File: src/rtl/game_pkg.sv
// Shared types for the 2048 game controllers: movement codes from the button FSM
// and the move sequencer state encoding.
package game_pkg;

   typedef enum logic [2:0] {
      NONE      = 3'd0,
      IZQUIERDA = 3'd1,
      DERECHA   = 3'd2,
      ARRIBA    = 3'd3,
      ABAJO     = 3'd4
   } move_t;

   typedef enum logic [2:0] {
      IDLE,
      LINE,
      SPAWN,
      CHECK,
      WON,
      OVER
   } seq_state_t;

   localparam int N_LINES_DEF = 4;

   // Codes 5-7 are unused encodings and are treated like NONE.
   function automatic logic is_move(input logic [2:0] code);
      return (code >= 3'd1) && (code <= 3'd4);
   endfunction

endpackage

File: src/rtl/move_edge.sv
// Turns a level movement code into single accepted moves: a move is offered only
// after the buttons have been released (movement returned to NONE) since the last accept.
module move_edge
   import game_pkg::*;
(
   input  logic       clk,
   input  logic       rst,
   input  logic [2:0] movement,
   input  logic       accept,
   output logic       move_valid,
   output move_t      move_code
);

   logic armed;

   // NOTE: registers are assigned with <= so every flop samples pre-edge values.
   always_ff @(posedge clk) begin
      if (rst)
         armed <= 1'b0;
      else if (movement == NONE)
         armed <= 1'b1;
      else if (accept)
         armed <= 1'b0;
   end

   assign move_valid = armed && is_move(movement);
   assign move_code  = move_t'(movement);

endmodule

File: src/rtl/move_sequencer.sv
// Runs one accepted move as N_LINES line requests on the merge datapath, then
// spawns a tile if anything changed, accumulates score and checks for end of game.
module move_sequencer
   import game_pkg::*;
#(
   parameter int N_LINES = N_LINES_DEF,
   parameter int PTS_W   = 12,
   parameter int SCORE_W = 16,
   parameter int MOVES_W = 10,
   localparam int IDX_W  = (N_LINES > 1) ? $clog2(N_LINES) : 1
) (
   input  logic               clk,
   input  logic               rst,
   input  logic [2:0]         movement,
   output logic               line_req,
   input  logic               line_ack,
   output logic [IDX_W-1:0]   line_idx,
   output logic [2:0]         line_dir,
   input  logic               line_changed,
   input  logic [PTS_W-1:0]   line_points,
   output logic               spawn_req,
   input  logic               spawn_ack,
   input  logic               board_has_2048,
   input  logic               board_can_move,
   output logic               busy,
   output logic [SCORE_W-1:0] score,
   output logic [MOVES_W-1:0] moves,
   output logic               game_won,
   output logic               game_over
);

   seq_state_t         state;
   logic               chg_any;
   logic               move_valid;
   move_t              move_code;
   logic               accept;
   logic               last_line;
   logic               chg_now;
   logic [SCORE_W:0]   score_sum;
   logic [SCORE_W-1:0] score_sat;

   assign accept    = move_valid && (state == IDLE);
   assign last_line = (line_idx == IDX_W'(N_LINES - 1));
   assign chg_now   = chg_any | line_changed;

   // One extra bit catches the carry so the score clamps at all-ones.
   assign score_sum = {1'b0, score} + (SCORE_W + 1)'(line_points);
   assign score_sat = score_sum[SCORE_W] ? '1 : score_sum[SCORE_W-1:0];

   move_edge u_move_edge (
      .clk        (clk),
      .rst        (rst),
      .movement   (movement),
      .accept     (accept),
      .move_valid (move_valid),
      .move_code  (move_code)
   );

   always_ff @(posedge clk) begin
      if (rst) begin
         state     <= IDLE;
         chg_any   <= 1'b0;
         line_req  <= 1'b0;
         line_idx  <= '0;
         line_dir  <= '0;
         spawn_req <= 1'b0;
         busy      <= 1'b0;
         score     <= '0;
         moves     <= '0;
         game_won  <= 1'b0;
         game_over <= 1'b0;
      end else begin
         case (state)
            IDLE: begin
               if (accept) begin
                  line_dir <= move_code;
                  line_idx <= '0;
                  chg_any  <= 1'b0;
                  line_req <= 1'b1;
                  busy     <= 1'b1;
                  state    <= LINE;
               end
            end
            LINE: begin
               // Each ack consumes exactly one request; line_req stays up between lines.
               if (line_ack) begin
                  score   <= score_sat;
                  chg_any <= chg_now;
                  if (last_line) begin
                     line_req <= 1'b0;
                     if (chg_now) begin
                        spawn_req <= 1'b1;
                        state     <= SPAWN;
                     end else begin
                        state <= CHECK;
                     end
                  end else begin
                     line_idx <= line_idx + 1'b1;
                  end
               end
            end
            SPAWN: begin
               if (spawn_ack) begin
                  spawn_req <= 1'b0;
                  moves     <= moves + 1'b1;
                  state     <= CHECK;
               end
            end
            CHECK: begin
               busy <= 1'b0;
               if (board_has_2048) begin
                  game_won <= 1'b1;
                  state    <= WON;
               end else if (!board_can_move) begin
                  game_over <= 1'b1;
                  state     <= OVER;
               end else begin
                  state <= IDLE;
               end
            end
            WON, OVER: state <= state;
            default:   state <= IDLE;
         endcase
      end
   end

endmodule

File: config.mk
export PLATFORM = sky130hd
export DESIGN_NAME = move_sequencer
export DESIGN_NICKNAME = d
export VERILOG_FILES = /design/src/rtl/game_pkg.sv /design/src/rtl/move_edge.sv /design/src/rtl/move_sequencer.sv
export SDC_FILE = /design/constraint.sdc
export NUM_CORES = 1
export LEC_CHECK = 0
export BUFFER_PORTS_ARGS = -buffer_cell sky130_fd_sc_hd__buf_2
export CAP_MARGIN = 20
export CORE_MARGIN = 3
export CORE_UTILIZATION = 53
export DETAILED_ROUTE_END_ITERATION = 10
export PLACE_DENSITY_LB_ADDON = 0.2
export REMOVE_ABC_BUFFERS = 1
export SLEW_MARGIN = 20
export SYNTH_ARGS = -nofsm -noshare
export SYNTH_HDL_FRONTEND = slang
export SYNTH_SLANG_ARGS = --single-unit
File: constraint.sdc
create_clock -name clk -period 3.16 [get_ports clk]
set_clock_uncertainty 0.15 [all_clocks]
set_input_delay 0.474 -clock clk [delete_from_list [all_inputs] [get_ports clk]]
set_output_delay 0.474 -clock clk [all_outputs]
set_load 0.02 [all_outputs]
; Yosys cells after proc, flatten, opt, wreduce, memory -nomap -nowiden
; Cells that the tools add are included.
[op_classes]
n_reduce_logical = 21
order_cmp = 2
shifts = 0
addsub = 3
n_mux = 27
n_mul = 0
bitwise = 4
eq_ne = 12
div_mod_pow = 0
[ops]
columns = cell, n
row1 = 3-bit 2-to-1 mux, 6
row2 = 16-bit by 12-bit adder with 17-bit output, 1
row3 = 16-bit 2-to-1 mux, 1
row4 = 3-bit case mux with 5 select lines, 1
row5 = "2-bit inequality test, second input constant", 6
row6 = 1-bit 2-to-1 mux, 11
row7 = "10-bit by 1-bit adder with 10-bit output, second input constant", 1
row8 = 2-bit AND reduction, 5
row9 = 5-bit AND reduction, 2
row10 = 1-bit case mux with 2 select lines, 4
row11 = 4-bit AND reduction, 2
row12 = 2-bit nonzero test, 4
row13 = "3-bit by 2-bit equality test with 1-bit output, second input constant", 2
row14 = "3-bit equality test, second input constant", 2
row15 = 3-bit zero test, 2
row16 = 2-bit 2-to-1 mux, 3
row17 = 3-bit AND reduction, 2
row18 = 2-bit case mux with 2 select lines, 1
row19 = "3-bit by 1-bit equality test with 1-bit output, second input constant", 1
row20 = "3-bit by 1-bit greater-or-equal comparator with 1-bit output, second input constant", 1
row21 = "3-bit less-or-equal comparator, second input constant", 1
row22 = 1-bit logical AND, 3
row23 = 1-bit NOT, 3
row24 = "2-bit by 1-bit adder with 2-bit output, second input constant", 1
row25 = 3 further kinds, 3
[totals]
latch_bits = 0
n_memories = 0
word_cells = 81
rom_bits = 0
ram_bits = 0
reg_bits = 41
output_inout_bits = 36
in_bits = 22

; Depth between registers and ports, before layout
; Gate-level depths: netlist (run 1).
[logic_depth]
ltp_word = 6
depth_mapped = 8
depth_no_buf = 7

; By module
; From an unflattened synthesis (run 1), not the netlist that was laid out.
[unflattened]
cells_unflattened = 275
hier_area_um2 = 2361.0
[modules_own_cells]
columns = mod, instances, area_per_inst_um2, cells_each, seq_area_each_um2
row1 = move_sequencer, 1, 2289.7, 266, 800.8
row2 = move_edge, 1, 71.3, 9, 20.0

; Worst setup path after synthesis (run 1)
; OpenSTA, ideal clock, no wires.
[synth_path]
kind = input port to flip-flop
from = in line_points[0]
to = reg score[12]
cell_stages = 7
required_time_ps = 2888
setup_time_ps = 122
slack_ps = 729
arrival_ps = 2160
n_path_buf = 0
cell_sequence = ha_1 > fa_1 > a21o_1 > a221oi_2 > nor3b_1 > or3_1 > o311a_1
[synth_via]
elab_chain_len = 2
[synth_lines]
columns = element, line
row1 = from (decl), move_sequencer.sv:20  ; input logic [PTS_W-1:0] line_points,
row2 = 16-bit by 12-bit adder with 17-bit output, move_sequencer.sv:47  ; assign score_sum = {1'b0, score} + (SCORE_W + 1)'(line_points);
row3 = 16-bit 2-to-1 mux, move_sequencer.sv:48  ; assign score_sat = score_sum[SCORE_W] ? '1 : score_sum[SCORE_W-1:0];
row4 = to (signal assigned), move_sequencer.sv:87  ; score <= score_sat;
row5 = to (decl), move_sequencer.sv:26  ; output logic [SCORE_W-1:0] score,
; Every way passes these cells.
; A chain may end at the register's enable or synchronous reset.

; Final worst setup path (run 1)
[layout_path]
from = reg score[0]
to = reg score[1]
[layout_via]
elab_chain_len = 2
[layout_lines]
columns = element, line
row1 = 16-bit by 12-bit adder with 17-bit output, move_sequencer.sv:47
row2 = 16-bit 2-to-1 mux, move_sequencer.sv:48
; Every way passes these cells.

==> out/summary.txt, run 1 <==
Outcome: completed
Resized Gates After CTS: 0
VDD IR max: 302 uV
Clk_lat worst skew: 0.29 ns
GRT Total Usage: 0.205
Tmin final: 2.44 ns
Largest family of logic cells by synthesized area: compound AO/OA/AOI/OAI gates
Global placement routability congestion: 0.895
Num CTS Buffers: 5
Cell taking the most area after synthesis: dfxtp_1
Seq/Total Area, Yosys: 0.352
Ant diodes: 0
DP HPWL: 3830 um
Overall power: 1080 uW
Hold buffers post-CTS: 0
Slew Viols, Final: 0
Ys flop type: dfxtp_1
Setup repair bufs after CTS: 0
Max-Cap Viols: 0
Ys async rst share: 0
Achievable Freq: 410 MHz
Global-route wire length before repair: 8700 um
Vias post-DR: 2218
WL/cell: 13.6 um
Period utilization: 0.772
Share of cells above drive strength 1: 0.219
Post-Syn Instances: 279
Htree depth: 2
Final instance area: 0.00275 mm^2
Register bit count reported by yosys: 41
CTS max path bufs: 2
Die area: 0.00523 mm^2
Critical path's slowest cell: fa_1
Mean Syn Cell Area: 8.36 um^2
Ys Warns: 0
DRT iter0 DRCs: 123
Vias in the first global route: 1995
Yosys top cell area share: 0.352
Crit path buf inv count: 1
Initial core utilization: 0.567
Setup crit end kind: flop
CP Data Arrival Time: 2.48 ns
Delay-heaviest family, CP: compound AO/OA/AOI/OAI gates
Row cnt: 23
Drt pass-1 iters: 4
Compound-gate portion of the synthesized area: 0.259
Sink Count: 41
CP Data Required Time: 3.20 ns
I/O Buffers: 57
EDFF count, synth: 0
CTS tree: yes
Root buffer cell: clkbuf_8
Pwr dens: 392 mW/mm^2
Mux contribution to synthesized area: 0.0134
Post-DP Area: 0.00265 mm^2
CP max stage delay: 0.41 ns
Hold Vio Cnt, Final: 0
Unrepaired setup endpoints after global routing: false
Slew Limit Headroom: 0.671
Critical path class: reg -> reg
Initial antenna violation count: 0
Startpoint Class: flop
Drt total wl: 5220 um
Setup_tns: 0 ns
Area growth syn-to-layout: 18.0%
Die Wd: 72.3 um
Post-synthesis adder-cell area fraction: 0.0837
Leakage: 0.00129 uW
Worst Hold Class: in -> reg
DRC viols: 0
Die Ht: 72.3 um
DRT antenna net count: 0
Post-Synth XOR/XNOR Area: 0.0601
Io pins: 58
Crit-path cells: ha_1, fa_1, a21o_1, a221oi_2, o21ai_1, a21oi_2, buf_4, a21oi_1
Vias per Instance: 5.78
Measured slew at the worst slew-check pin: 0.489 ns
Ranking of synthesized cells by area: dfxtp_1 35%, a21oi_1 8.2%, ha_1 7.5%, o21ai_0 3.9%, nand2_1 3.9%
CTS clk-pin slew, worst paths: 0.08 ns
Critical Path Fanout Max: 7
Final setup fails: 0
Post-layout nets: 371
Total gr overflow: 0
Core box area: 0.00412 mm^2
Post-Syn Area: 0.00233 mm^2
Largest net degree at the start of global routing: 29
Area fraction in and, or, nand and nor cells after synthesis: 0.197
Cell variety after synth: 53
synth_stat cells, types with 3 or more instances:
master     n
inv_1      7
o21a_1     3
xnor2_1    7
clkbuf_1   8
a21o_1     4
nand4_1    3
nand3b_1   3
o21ai_0   18
ha_1      14
o21ai_1    8
nor2_1    18
dfxtp_1   41
xor2_1     9
or3_1      6
nand3_1    6
and3_1     4
nand2_1   24
nor3_1     7
o21bai_1   3
a21oi_1   38
o211a_1    3
cells by family after synthesis:
kind of cell	Yosys count
AOI/OAI and AO/OA	98
and+or+nand+nor	87
DFF	41
buffers and inverters	19
xor gates and xnor gates	16
adders and majority gates	15
muxes	3
path summary, 6_finish.rpt:
path	start	to	slack, ns	depth (start not counted)
worst max-delay path	score[0]	score[1]	0.72	8
worst min-delay path	movement[2]	line_dir[2]	0.29	3
worst max register to register	score[0]	score[1]	0.72	8
worst min register to register	line_dir[2]	line_dir[2]	0.31	2
power breakdown:
| group | internal, uW | switching, uW |
|---|---|---|
| clock | 230 | 179 |
| combinational | 55.5 | 80.3 |
| sequential | 526 | 8.13 |
through the flow:
stage	hold slack (ns)	setup slack, ns	util	instances
3_3_place_gp	0.293	0.537	0.643	377
3_5_place_dp	0.300	0.489	0.643	377
2_1_floorplan	0.281	0.660	-	267
5_1_grt	0.306	0.564	0.669	384
6_report	0.288	0.721	0.669	384
4_1_cts	0.281	0.743	0.669	384
worst reg2reg max path, delay by kind of cell, from the launching register on:
kind | cells | cell delay (ns)
compound gates | 5 | 1.07
buf+inv | 1 | 0.17
fa+ha+maj | 2 | 0.62
flops | 1 | 0.32
sequential cells by signal (all words and copies together), names as in the netlist:
name,cells
busy,1
chg_any,1
game_over,1
game_won,1
line_dir,3
line_idx,2
line_req,1
moves,10
score,16
spawn_req,1
state,3
u_move_edge.armed,1
final cells by class:
| class | count | area [um^2] |
|---|---|---|
| fillers | 364 | 1360 |
| multi-input cells | 219 | 1430 |
| well taps | 50 | 62.6 |
| flip-flops and latches | 41 | 821 |
| inverters | 7 | 26.3 |
| clock buffers | 5 | 68.8 |
| clock inverters | 2 | 35.0 |
| repair buffers | 60 | 308 |
placed cells by master (no fill, tap or decap), types with 4 or more instances in the layout:
master / n
inv_1: 7
nor3_1: 7
clkbuf_8: 5
xor2_1: 9
o21ai_1: 8
or3_1: 6
a21oi_1: 38
dfxtp_1: 41
xnor2_1: 7
nor2_1: 18
and3_1: 4
nand2_1: 24
ha_1: 14
a21o_1: 4
nand3_1: 6
o21ai_0: 18
buf_2: 57
metal layers:
metal / wire (um) / global-route usage / up-vias
li1: - / - / 1130
met1: 2550 / 0.281 / 1015
met2: 2270 / 0.313 / 65
met3: 346 / 0.0568 / 8
met4: 59 / 0.0585 / 0
met5: 0 / 0 / -
(Power assumes the default switching activity.)
==> run 2: changes to the inputs <==
- CORE_UTILIZATION: 53 -> 48
- clock period: 3.16 -> 2.2 ns (I/O delays scaled with it)
==> run 2 against run 1 <==
Compared with the run above: die area grew 9.5%; critical path depth shrank 1; sequential power grew 43%; maximum frequency grew 12%; cell count grew 9.6%; global-route usage grew 0.38 points; hold slack lost 0.15 ns; via count grew 4.8%; utilization shrank 0.88 points; count of clock-buffer cells in the layout is the same; clock power grew 44%.
==> out/summary.txt, run 2 (synthesis results as in run 1) <==
Outcome: completed (unchanged)
Num CTS Buffers: 5 (unchanged)
CP Data Required Time: 2.22 ns (was 3.20 ns)
Measured slew at the worst slew-check pin: 0.460 ns (was 0.489 ns)
Ant diodes: 0 (unchanged)
Hold buffers post-CTS: 0 (unchanged)
Largest Register: score (unchanged)
Commonest non-fill, non-tap cell in the layout: buf_2 (unchanged)
Max reg flops: 16 (unchanged)
Initial core utilization: 0.514 (was 0.567)
Flop pwr share: 0.484 (was 0.495)
Largest registers: score (16), moves (10) (unchanged)
Root buffer cell: clkbuf_8 (unchanged)
Total gr overflow: 0 (unchanged)
Pwr dens: 530 mW/mm^2 (was 392 mW/mm^2)
Achievable Freq: 459 MHz (was 410 MHz)
Unrepaired setup endpoints after global routing: true (was false)
Dpl ws: -0.274 ns (was 0.489 ns)
Period utilization: 0.991 (was 0.772)
Post-layout util: 0.660 (was 0.669)
Die area: 0.00573 mm^2 (was 0.00523 mm^2)
Placed cells: 412 (was 377)
Critical path class: reg -> reg (unchanged)
Net Sw Power: 398 uW (was 267 uW)
Initial antenna violation count: 0 (unchanged)
Sink Count: 41 (unchanged)
Die Wd: 75.7 um (was 72.3 um)
Fin cells: 421 (was 384)
PnR worst setup slack: 0.0195 ns (was 0.721 ns)
Most frequent cells in the layout: 57 x buf_2, 40 x dfxtp_1, 36 x a21oi_1, 24 x nand2_1, 23 x buf_4 (was 57 x buf_2, 41 x dfxtp_1, 38 x a21oi_1, 24 x nand2_1)
Global placement routability congestion: 0.860 (was 0.895)
CTS clk-pin slew, worst paths: 0.08 ns (about the same)
Tmin final: 2.18 ns (was 2.44 ns)
Drt total wl: 5610 um (was 5220 um)
Post-layout nets: 393 (was 371)
Vias per Instance: 5.52 (was 5.78)
Flip-flop and latch area: 822 um^2 (was 821 um^2)
Setup crit end kind: flop (unchanged)
Post-DP Area: 0.00282 mm^2 (was 0.00265 mm^2)
Core box area: 0.00453 mm^2 (was 0.00412 mm^2)
Hold Vio Cnt, Final: 0 (unchanged)
Area growth syn-to-layout: 28.3% (was 18.0%)
Fill count: 399 (was 364)
Startpoint Class: flop (unchanged)
DRC viols: 0 (unchanged)
Int Pwr: 1190 uW (was 812 uW)
Switching Fraction: 0.251 (was 0.248)
Clk network pwr share: 0.373 (was 0.379)
Slew Limit Headroom: 0.691 (was 0.671)
Largest net degree at the start of global routing: 15 (was 29)
GRT Total Usage: 0.208 (was 0.205)
Row cnt: 24 (was 23)
CTS tree: yes (unchanged)
Io pins: 58 (unchanged)
Clk_lat worst skew: 0.29 ns (about the same)
DRT antenna net count: 0 (unchanged)
I/O Buffers: 57 (unchanged)
Htree depth: 2 (unchanged)
Final setup fails: 0 (unchanged)
Vias in the first global route: 2114 (was 1995)
Final instance area: 0.00299 mm^2 (was 0.00275 mm^2)
Vias post-DR: 2324 (was 2218)
Multi-input gate area: 0.00148 mm^2 (was 0.00143 mm^2)
Gate power share: 0.143 (was 0.126)
VDD IR max: 463 uV (was 302 uV)
Drt pass-1 iters: 4 (unchanged)
Worst Hold Class: in -> reg (unchanged)
Slew Viols, Final: 0 (unchanged)
Critical Path Fanout Max: 3 (was 7)
Die Ht: 75.7 um (was 72.3 um)
Max-Cap Viols: 0 (unchanged)
Global-route wire length before repair: 9390 um (was 8700 um)
Overall power: 1580 uW (was 1080 uW)
Share of cells above drive strength 1: 0.289 (was 0.219)
CP Data Arrival Time: 2.21 ns (was 2.48 ns)
DP HPWL: 4200 um (was 3830 um)
WL/cell: 13.3 um (was 13.6 um)
Leakage: 0.00141 uW (was 0.00129 uW)
CTS max path bufs: 2 (unchanged)
DRT iter0 DRCs: 177 (was 123)
## run 2: through the flow
| stage | TNS [ns] | hold slack (ns) |
|---|---|---|
| floorplan | -2.79 | 0.249 |
| global placement | -2.76 | 0.293 |
| detailed placement | -3.44 | 0.298 |
| CTS | 0 | 0.130 |
| global route | -0.579 | 0.156 |
| finish | 0 | 0.134 |
## run 2: worst paths after layout
path / startpoint / endpoint / slack, ns / depth (start not counted)
worst max-delay path: score[0] / score[12] / 0.02 / 7
worst min-delay path: movement[2] / line_dir[2] / 0.13 / 3
worst max register to register: score[0] / score[12] / 0.02 / 7
worst min register to register: line_dir[0] / line_dir[0] / 0.31 / 2
## run 2: per-layer routing
| metal | part of all wire | vias up | global-route usage |
|---|---|---|---|
| li1 | - | 1171 | - |
| met1 | 0.49 | 1090 | 0.300 |
| met2 | 0.45 | 57 | 0.317 |
| met3 | 0.053 | 6 | 0.0435 |
| met4 | 0.0086 | 0 | 0.0544 |
| met5 | 0 | - | 0 |
## run 2: final cells by class
class,instances,share of cell area
well taps,65,0.0272
clock buffers,5,0.0230
multi-input cells,219,0.494
inverters,7,0.00878
flip-flops and latches,41,0.275
clock inverters,2,0.0117
repair buffers,82,0.161
## run 2: worst max-delay path, stage by stage (launching register included)
cell and delay [ns]:
dfxtp_2 0.33, ha_4 0.16, fa_2 0.33, a21o_1 0.20
a221oi_4 0.31, nor3b_2 0.10, or3_1 0.35, o311a_1 0.13
## run 2: repair_timing
action	4_1_cts	5_1_grt
cloned	0	0
gates resized for setup	4	8
endpoints found under the setup margin	15	15
buffers inserted	1	1
pin swaps	3	3
hold endpoints to repair	0	0
## run 2: power groups by stage
stage / clock, uW / sequential [uW] / combinational [uW]
finish: 591 / 767 / 227
global route: 629 / 769 / 252
CTS: 603 / 766 / 220
detailed placement: 0 / 783 / 215
global placement: 0 / 783 / 213
floorplan: 0 / 799 / 109
